<file path="src/rtl/vga_pkg.sv">
// vga_pkg: default 640x480@60 timing, RGB24 type and clog2 helper shared by the VGA engine
package vga_pkg;

    localparam int H_ACTIVE_DEF = 640;
    localparam int H_FP_DEF     = 16;
    localparam int H_SYNC_DEF   = 96;
    localparam int H_BP_DEF     = 48;
    localparam int V_ACTIVE_DEF = 480;
    localparam int V_FP_DEF     = 10;
    localparam int V_SYNC_DEF   = 2;
    localparam int V_BP_DEF     = 33;
    localparam int CLK_DIV_DEF  = 2;

    typedef logic [23:0] rgb_t;

    // Smallest w with 2**w >= v; returns at least 1 so ports never collapse to zero width.
    function automatic int clog2(input int v);
        int r;
        r = 1;
        for (int i = 1; i < 31; i++)
            if ((1 << i) < v) r = i + 1;
        return r;
    endfunction

endpackage

</file>
<file path="src/rtl/vga_timing_core.sv">
// vga_timing_core: pixel-enable divider, scan counters and raw active/sync decode
//   sys_clk, rst_n, enable : clock, asynchronous active-low reset, run enable
//   pix_en, frame_start    : one-cycle strobe per pixel, and the strobe at (0,0)
//   hcount, vcount         : current scan coordinate
//   active, hs, vs         : raw decode of the current coordinate, sync active-high
//   vga_clk_d              : level the registered panel clock takes on the next edge
module vga_timing_core
    import vga_pkg::*;
#(
    parameter int H_ACTIVE = H_ACTIVE_DEF,
    parameter int H_FP     = H_FP_DEF,
    parameter int H_SYNC   = H_SYNC_DEF,
    parameter int H_BP     = H_BP_DEF,
    parameter int V_ACTIVE = V_ACTIVE_DEF,
    parameter int V_FP     = V_FP_DEF,
    parameter int V_SYNC   = V_SYNC_DEF,
    parameter int V_BP     = V_BP_DEF,
    parameter int CLK_DIV  = CLK_DIV_DEF,
    localparam int H_TOTAL = H_ACTIVE + H_FP + H_SYNC + H_BP,
    localparam int V_TOTAL = V_ACTIVE + V_FP + V_SYNC + V_BP,
    localparam int HW      = clog2(H_TOTAL),
    localparam int VW      = clog2(V_TOTAL),
    localparam int DW      = clog2(CLK_DIV)
) (
    input  logic          sys_clk,
    input  logic          rst_n,
    input  logic          enable,
    output logic          pix_en,
    output logic          frame_start,
    output logic [HW-1:0] hcount,
    output logic [VW-1:0] vcount,
    output logic          active,
    output logic          hs,
    output logic          vs,
    output logic          vga_clk_d
);

    logic [DW-1:0] div;
    logic [DW-1:0] div_n;
    logic          h_last;
    logic          v_last;

    assign pix_en      = enable && div == DW'(CLK_DIV - 1);
    assign div_n       = (!enable || pix_en) ? '0 : div + 1'b1;
    // Registering the next-cycle level puts the panel clock's rising edge mid-way through the held pixel.
    assign vga_clk_d   = div_n >= DW'(CLK_DIV / 2);
    assign h_last      = hcount == HW'(H_TOTAL - 1);
    assign v_last      = vcount == VW'(V_TOTAL - 1);
    assign frame_start = pix_en && hcount == '0 && vcount == '0;
    assign active      = hcount < HW'(H_ACTIVE) && vcount < VW'(V_ACTIVE);
    assign hs          = hcount >= HW'(H_ACTIVE + H_FP) && hcount < HW'(H_ACTIVE + H_FP + H_SYNC);
    assign vs          = vcount >= VW'(V_ACTIVE + V_FP) && vcount < VW'(V_ACTIVE + V_FP + V_SYNC);

    always_ff @(posedge sys_clk or negedge rst_n) begin
        if (!rst_n) begin
            div    <= '0;
            hcount <= '0;
            vcount <= '0;
        end else begin
            div <= div_n;
            if (!enable) begin
                hcount <= '0;
                vcount <= '0;
            end else if (pix_en) begin
                hcount <= h_last ? '0 : hcount + 1'b1;
                if (h_last)
                    vcount <= v_last ? '0 : vcount + 1'b1;
            end
        end
    end

endmodule

</file>
<file path="src/rtl/vga_compositor.sv">
// vga_compositor: programmable VGA timing with layered priority compositing onto registered panel outputs
//   sys_clk, rst_n, enable          : clock, asynchronous active-low reset, run enable
//   bg_rgb                          : background colour {R,G,B}
//   layer_rgb, layer_opaque         : per-layer colour (layer i at [24i+23:24i]) and coverage
//   pix_en, hcount, vcount          : pixel strobe and scan coordinate for the layer generators
//   frame_start                     : pix_en-qualified strobe at (0,0)
//   VGA_HS/VS/BLANK_N/CLK/SYNC_N    : registered panel timing
//   VGA_R/G/B                       : registered panel colour
module vga_compositor
    import vga_pkg::*;
#(
    parameter int H_ACTIVE   = H_ACTIVE_DEF,
    parameter int H_FP       = H_FP_DEF,
    parameter int H_SYNC     = H_SYNC_DEF,
    parameter int H_BP       = H_BP_DEF,
    parameter int V_ACTIVE   = V_ACTIVE_DEF,
    parameter int V_FP       = V_FP_DEF,
    parameter int V_SYNC     = V_SYNC_DEF,
    parameter int V_BP       = V_BP_DEF,
    parameter bit HS_POL     = 1'b0,
    parameter bit VS_POL     = 1'b0,
    parameter int CLK_DIV    = CLK_DIV_DEF,
    parameter int NUM_LAYERS = 3,
    parameter int LAYER_LAT  = 2,
    localparam int HW        = clog2(H_ACTIVE + H_FP + H_SYNC + H_BP),
    localparam int VW        = clog2(V_ACTIVE + V_FP + V_SYNC + V_BP)
) (
    input  logic                     sys_clk,
    input  logic                     rst_n,
    input  logic                     enable,
    input  rgb_t                     bg_rgb,
    input  logic [24*NUM_LAYERS-1:0] layer_rgb,
    input  logic [NUM_LAYERS-1:0]    layer_opaque,
    output logic                     pix_en,
    output logic [HW-1:0]            hcount,
    output logic [VW-1:0]            vcount,
    output logic                     frame_start,
    output logic                     VGA_HS,
    output logic                     VGA_VS,
    output logic                     VGA_BLANK_N,
    output logic                     VGA_CLK,
    output logic                     VGA_SYNC_N,
    output logic [7:0]               VGA_R,
    output logic [7:0]               VGA_G,
    output logic [7:0]               VGA_B
);

    logic [2:0] raw;
    logic [2:0] dly;
    logic       active;
    logic       hs;
    logic       vs;
    logic       vga_clk_d;
    rgb_t       pick;
    rgb_t       rgb_q;

    vga_timing_core #(
        .H_ACTIVE (H_ACTIVE),
        .H_FP     (H_FP),
        .H_SYNC   (H_SYNC),
        .H_BP     (H_BP),
        .V_ACTIVE (V_ACTIVE),
        .V_FP     (V_FP),
        .V_SYNC   (V_SYNC),
        .V_BP     (V_BP),
        .CLK_DIV  (CLK_DIV)
    ) u_core (
        .sys_clk     (sys_clk),
        .rst_n       (rst_n),
        .enable      (enable),
        .pix_en      (pix_en),
        .frame_start (frame_start),
        .hcount      (hcount),
        .vcount      (vcount),
        .active      (active),
        .hs          (hs),
        .vs          (vs),
        .vga_clk_d   (vga_clk_d)
    );

    assign raw = {active, hs, vs};

    // Timing signals wait LAYER_LAT pixels so they meet the layer data of the same coordinate.
    // Not cleared at line/frame wrap, so sync and blank stay continuous across boundaries.
    generate
        if (LAYER_LAT == 0) begin : g_nodly
            assign dly = raw;
        end else begin : g_dly
            logic [2:0] sr [LAYER_LAT];
            always_ff @(posedge sys_clk or negedge rst_n) begin
                if (!rst_n) begin
                    for (int i = 0; i < LAYER_LAT; i++) sr[i] <= '0;
                end else if (!enable) begin
                    for (int i = 0; i < LAYER_LAT; i++) sr[i] <= '0;
                end else if (pix_en) begin
                    sr[0] <= raw;
                    for (int i = 1; i < LAYER_LAT; i++) sr[i] <= sr[i-1];
                end
            end
            assign dly = sr[LAYER_LAT-1];
        end
    endgenerate

    // Later layers overwrite earlier ones, so the highest-index opaque layer wins.
    always_comb begin
        pick = bg_rgb;
        for (int i = 0; i < NUM_LAYERS; i++)
            if (layer_opaque[i]) pick = layer_rgb[24*i +: 24];
    end

    always_ff @(posedge sys_clk or negedge rst_n) begin
        if (!rst_n) begin
            rgb_q       <= '0;
            VGA_BLANK_N <= 1'b0;
            VGA_HS      <= ~HS_POL;
            VGA_VS      <= ~VS_POL;
            VGA_CLK     <= 1'b0;
        end else begin
            VGA_CLK <= vga_clk_d;
            if (!enable) begin
                rgb_q       <= '0;
                VGA_BLANK_N <= 1'b0;
                VGA_HS      <= ~HS_POL;
                VGA_VS      <= ~VS_POL;
            end else if (pix_en) begin
                rgb_q       <= dly[2] ? pick : '0;
                VGA_BLANK_N <= dly[2];
                VGA_HS      <= dly[1] ^ ~HS_POL;
                VGA_VS      <= dly[0] ^ ~VS_POL;
            end
        end
    end

    assign VGA_SYNC_N = 1'b0;
    assign {VGA_R, VGA_G, VGA_B} = rgb_q;

endmodule
</file>
<file path="config.mk">
export PLATFORM = sky130hd
export DESIGN_NAME = vga_compositor
export DESIGN_NICKNAME = d
export VERILOG_FILES = /design/src/rtl/vga_pkg.sv /design/src/rtl/vga_timing_core.sv /design/src/rtl/vga_compositor.sv
export SDC_FILE = /design/constraint.sdc
export NUM_CORES = 1
export LEC_CHECK = 0
export CORE_MARGIN = 2
export CORE_UTILIZATION = 35
export DETAILED_ROUTE_END_ITERATION = 8
export GPL_TIMING_DRIVEN = 0
export PLACE_DENSITY = 0.67
export SETUP_SLACK_MARGIN = 0.5
export SYNTH_ARGS = -nofsm -noshare
export SYNTH_HDL_FRONTEND = slang
export SYNTH_SLANG_ARGS = --single-unit
export TNS_END_PERCENT = 20
</file>
<file path="constraint.sdc">
create_clock -name sys_clk -period 2.6 [get_ports sys_clk]
set_input_delay 0.26 -clock sys_clk [delete_from_list [all_inputs] [get_ports sys_clk]]
set_output_delay 0.26 -clock sys_clk [all_outputs]
set_load 0.02 [all_outputs]
</file>
# --- Word-level counts from Yosys, hierarchy flattened ---
# Index checks and enable logic that the tools add are counted.
word_totals:
  input_bits: 102
  word_cells: 59
  out_inout_bits: 51
  ff_bits: 55
classes:
  addsub: 3
  n_eq_ne: 4
  n_bitwise: 2
  n_mux: 22
  order_cmp: 7
  reduce_logical: 11
op_table:
  columns: ["cell", "n"]
  rows:
  - ["$mux W24", 6]
  - ["$mux W10", 7]
  - ["$add A10 B1 Y10 const B", 2]
  - ["$eq A10 B10 Y1 const B", 2]
  - ["$logic_not A10 Y1", 2]
  - ["$lt A10 B10 Y1 const B", 2]
  - ["$lt A10 B9 Y1 const B", 2]
  - ["$mux W6", 2]
  - ["$ge A10 B10 Y1 const B", 1]
  - ["$ge A10 B9 Y1 const B", 1]
  - ["$mux W1", 7]
  - ["$logic_and A1 B1 Y1", 6]
  - ["$ne A2 B1 Y1 const B", 2]
  - ["$not A1 Y1", 2]
  - ["$reduce_and A2 Y1", 1]
  - ["$add A1 B1 Y1 const B", 1]
  - ["$ge A1 B1 Y1 const B", 1]
  - ["$logic_not A1 Y1", 1]
  - ["$logic_or A1 B1 Y1", 1]

# --- Logic depth before layout (Yosys ltp) ---
logic_depth:
  word_depth: 6
  ltp_mapped: 7
  mapped_depth_nobuf: 6

# --- Modules after synthesis ---
# From an unflattened synthesis, not the netlist that was laid out.
hier_totals:
  hier_cells: 396
  area_unflattened_um2: 3407.0
modules_own_cells:
  columns: ["module", "cells_each", "seq_area_each_um2", "n_inst", "area_each_um2"]
  rows:
  - ["vga_compositor", 252, 853.3, 1, 2147.1]
  - ["vga_timing_core", 144, 525.5, 1, 1260.0]

# --- Worst setup path after synthesis ---
# No wires, ideal clock.
synth_timing:
  path_kind: "reg-to-output"
  start: "register u_core.hcount[5]"
  end: "output frame_start"
  stages_incl_launch_ff: 5
  arrival_time_ps: 1547
  path_slack_ps: 793
  required_time_ps: 2340
  path_buffers: 1
  cell_sequence: "dfrtp_1 -> clkbuf_8 -> nor4b_1 -> nand3_1 -> nor3_1"
synth_via:
  elab_chain_len: 3
synth_lines:
  columns: ["element", "line", "source"]
  rows:
  - ["start, declared", "vga_timing_core.sv:30", "output logic [HW-1:0] hcount,"]
  - ["start signal, assigned", "vga_timing_core.sv:65", "hcount <= h_last ? '0 : hcount + 1'b1;"]
  - ["$logic_not A10 Y1", "vga_timing_core.sv:49", "assign frame_start = pix_en && hcount == '0 && vcount == '0;"]
  - ["$logic_and A1 B1 Y1 (2 in series)", "vga_timing_core.sv:49", null]
  - ["end, declared", "vga_compositor.sv:37", "output logic frame_start,"]
# Every way passes these cells.

# --- Worst setup path in the final report ---
# Same ends and word-level chain as after synthesis.

==> reports/qor.csv <==
stage,metric,value,unit
logic_synthesis,yosysSeqAreaShare,41.3,%
die,design.die.area,10100,µm²
finish,mostFrequentLayoutCells,"clkdlybuf4s50_1, nand2_1, o21ai_0",
placement,gp_congestion,0.799,
drt,drt_iter0_markers,142,
timing,tns,0,ns
timing,fin_crit,2.01,ns
logic_synthesis,synthCells,358,
die,die_y,101,µm
critical_path,ff2ff_setup_slack,0.67,ns
logic_synthesis,syn_nets,464,
placement,postPlaceCellArea,4910,µm²
global_routing,antenna_found_initial,0,
placement,portBuffers,148,
global_routing,grt_max_degree,39,
clock_tree,clockBufferDepth,2,
finish,drive_gt1_share,7.17,%
drt,wire_per_inst,15.5,µm
finish,regArea,1350,µm²
power,p_total,1730,µW
flow_run,maxCapViolCount,0,
global_routing,grt_usage,19.2,%
placement,dp_hpwl,7.83,mm
global_routing,gr-total-overflow,0,
die,rows,35,
die,start_util,35.8,%
global_routing,grt_pass1_wl,15.5,mm
timing,rsz0062_at_grt,no,
logic_synthesis,syn_area,3270,µm²
timing,setup_ws,0.589,ns
die,die_x,101,µm
clock_tree,cts_made_buffers,5,
critical_path,crit_fanout,10,
logic_synthesis,synthDistinctLibCells,53,
clock_tree,clk_pin_slew_worst_paths,0.11,ns
clock_tree,cts_tree,done,
logic_synthesis,ys.flop_type,dfrtp_1,
placement,place_ws,0.0680,ns
finish,fill_cells,889,
timing,finalCritPeriodShare,77.3,%
finish,area_growth,53.6,%
die,pin_count,153,
clock_tree,clock_latency,0.31,ns
clock_tree,postCtsSetupRepairBufs,0,
logic_synthesis,synth_top_cell_area_share,39.7,%
finish,final_common_cell,clkdlybuf4s50_1,
drt,drt_first_pass_iters,4,
timing,finalSetupViolations,0,
global_routing,first_global_vias,3250,
timing,relSlewSlack,54.5,%
power,p_leak,0.00214,µW
power,peakVddDrop,0.197,mV
drt,vias_per_cell,5.11,
critical_path,arrival,1.75,ns
timing,clock_skew,0.00850,ns
logic_synthesis,yosys_warnings,0,
timing,fmaxAchievable,497,MHz
critical_path,crit_type,flop to output pin,
timing,hold_viol,0,
logic_synthesis,syn_avg_cell_area,9.15,µm²
critical_path,worstSetupEndpointType,output pin,
die,core-area,9150,µm²
timing,maxSlewViolCount,0,
clock_tree,h-tree-depth,2,
clock_tree,clock_sinks,54,
critical_path,cp-start-kind,flop,
drt,drc,0,
run_status,status,"finished, final reports clean",
logic_synthesis,netlist_top_cells_area,"dfrtp_1, mux2i_1, o21ai_0",
drt,wirelength,9.72,mm
clock_tree,root_buffer,clkbuf_8,
worst_hold_path,min_path_type,input port to flop,
power,p_per_area,343,nW/µm²
drt,num_vias,3205,
logic_synthesis,synth-async-reset-ratio,100,%
logic_synthesis,synth_edf_count,0,
finish,final_cell_area,5030,µm²
logic_synthesis,ys_ff_latch,54,
finish,multi_input_area,1770,µm²
logic_synthesis,yosysTopAreaCell,dfrtp_1,
timing,tightest_slew,0.682,ns
finish,antenna_cells_inserted,0,
critical_path,worstPathRequired,2.34,ns
finish,nets,621,
drt,antenna_left,0,
[Yosys cell counts, types with 5 or more instances]
cell type	number
dfrtp_1	52
inv_1	8
or3_1	6
mux2i_1	51
nand4_1	5
nor2_1	8
a21oi_1	5
o21ai_0	56
nand3_1	12
o31ai_1	5
nand2_1	70
clkbuf_1	11
[state kept, by name (all words and copies together) (netlist names)]
register / count
dly: 3
VGA_HS: 1
VGA_BLANK_N: 1
rgb_q: 24
u_core.hcount: 10
g_dly.sr: 3
VGA_CLK: 1
VGA_VS: 1
u_core.vcount: 10
[cell type report]
| class | instances | share of cell area, % |
|---|---|---|
| inverters | 9 | 0.672 |
| multi-input cells | 272 | 35.2 |
| plain buffers | 23 | 2.66 |
| clock inverters | 3 | 0.547 |
| clock buffers | 5 | 1.37 |
| repair buffers | 150 | 29.8 |
| well taps | 111 | 2.76 |
| flip-flops and latches | 54 | 26.9 |
[timing repair]
item,4_1_cts,5_1_grt
hold endpoints to repair,14,0
endpoints found under the setup margin,2,1
hold buffers,1,0
gates resized for setup,5,4
[logic make-up (layout without fill, tap and decap cells)]
family,count (synthesis),in the layout,synth area share [%]
xor gates and xnor gates,4,4,1.07
adders and majority gates,4,4,1.53
DFF,54,54,41.3
muxes,51,51,15.6
other,1,1,0.115
and+or+nand+nor,132,132,20.7
AOI/OAI and AO/OA,80,80,14.5
buffers and inverters,32,190,5.12
[critical path, cell delays in order, from the launching register on]
cell and delay [ns]:
dfrtp_1 0.44, clkbuf_8 0.19, nor4b_2 0.27, nand3_1 0.14, nor3_2 0.21, buf_2 0.19
[report_power, final]
| part | internal, µW | switching (µW) |
|---|---|---|
| clock | 200 | 305 |
| combinational | 213 | 151 |
| sequential | 848 | 8.23 |
[routing by layer]
metal / wire length, µm / vias to the layer above / track usage (%)
li1: - / 1581 / -
met1: 4000 / 1499 / 24.0
met2: 4950 / 117 / 33.8
met3: 664 / 8 / 4.37
met4: 99 / 0 / 4.32
met5: 0 / - / 0
[worst paths after layout]
| check | from | endpoint | cells after the start |
|---|---|---|---|
| setup reg to reg | u_core.hcount[0] | u_core.vcount[5] | 5 |
| max in group asynchronous | rst_n | rgb_q[19] | 3 |
| min in group asynchronous | rst_n | u_core.hcount[0] | 2 |
| hold / removal | layer_opaque[2] | rgb_q[20] | 3 |
| setup / recovery | u_core.hcount[5] | frame_start | 5 |
| hold reg to reg | rgb_q[20] | rgb_q[20] | 2 |
[per-stage QoR]
step / utilization (%) / hold slack (ns) / cells
final: 55.0 / 0.375 / 627
after global routing: 55.0 / 0.393 / 627
after CTS: 54.8 / 0.373 / 627
after detailed placement: 53.6 / 0.218 / 618
after global placement: 53.5 / 0.461 / 617
after floorplan: - / -0.0356 / 358
(Power assumes the default switching activity.)
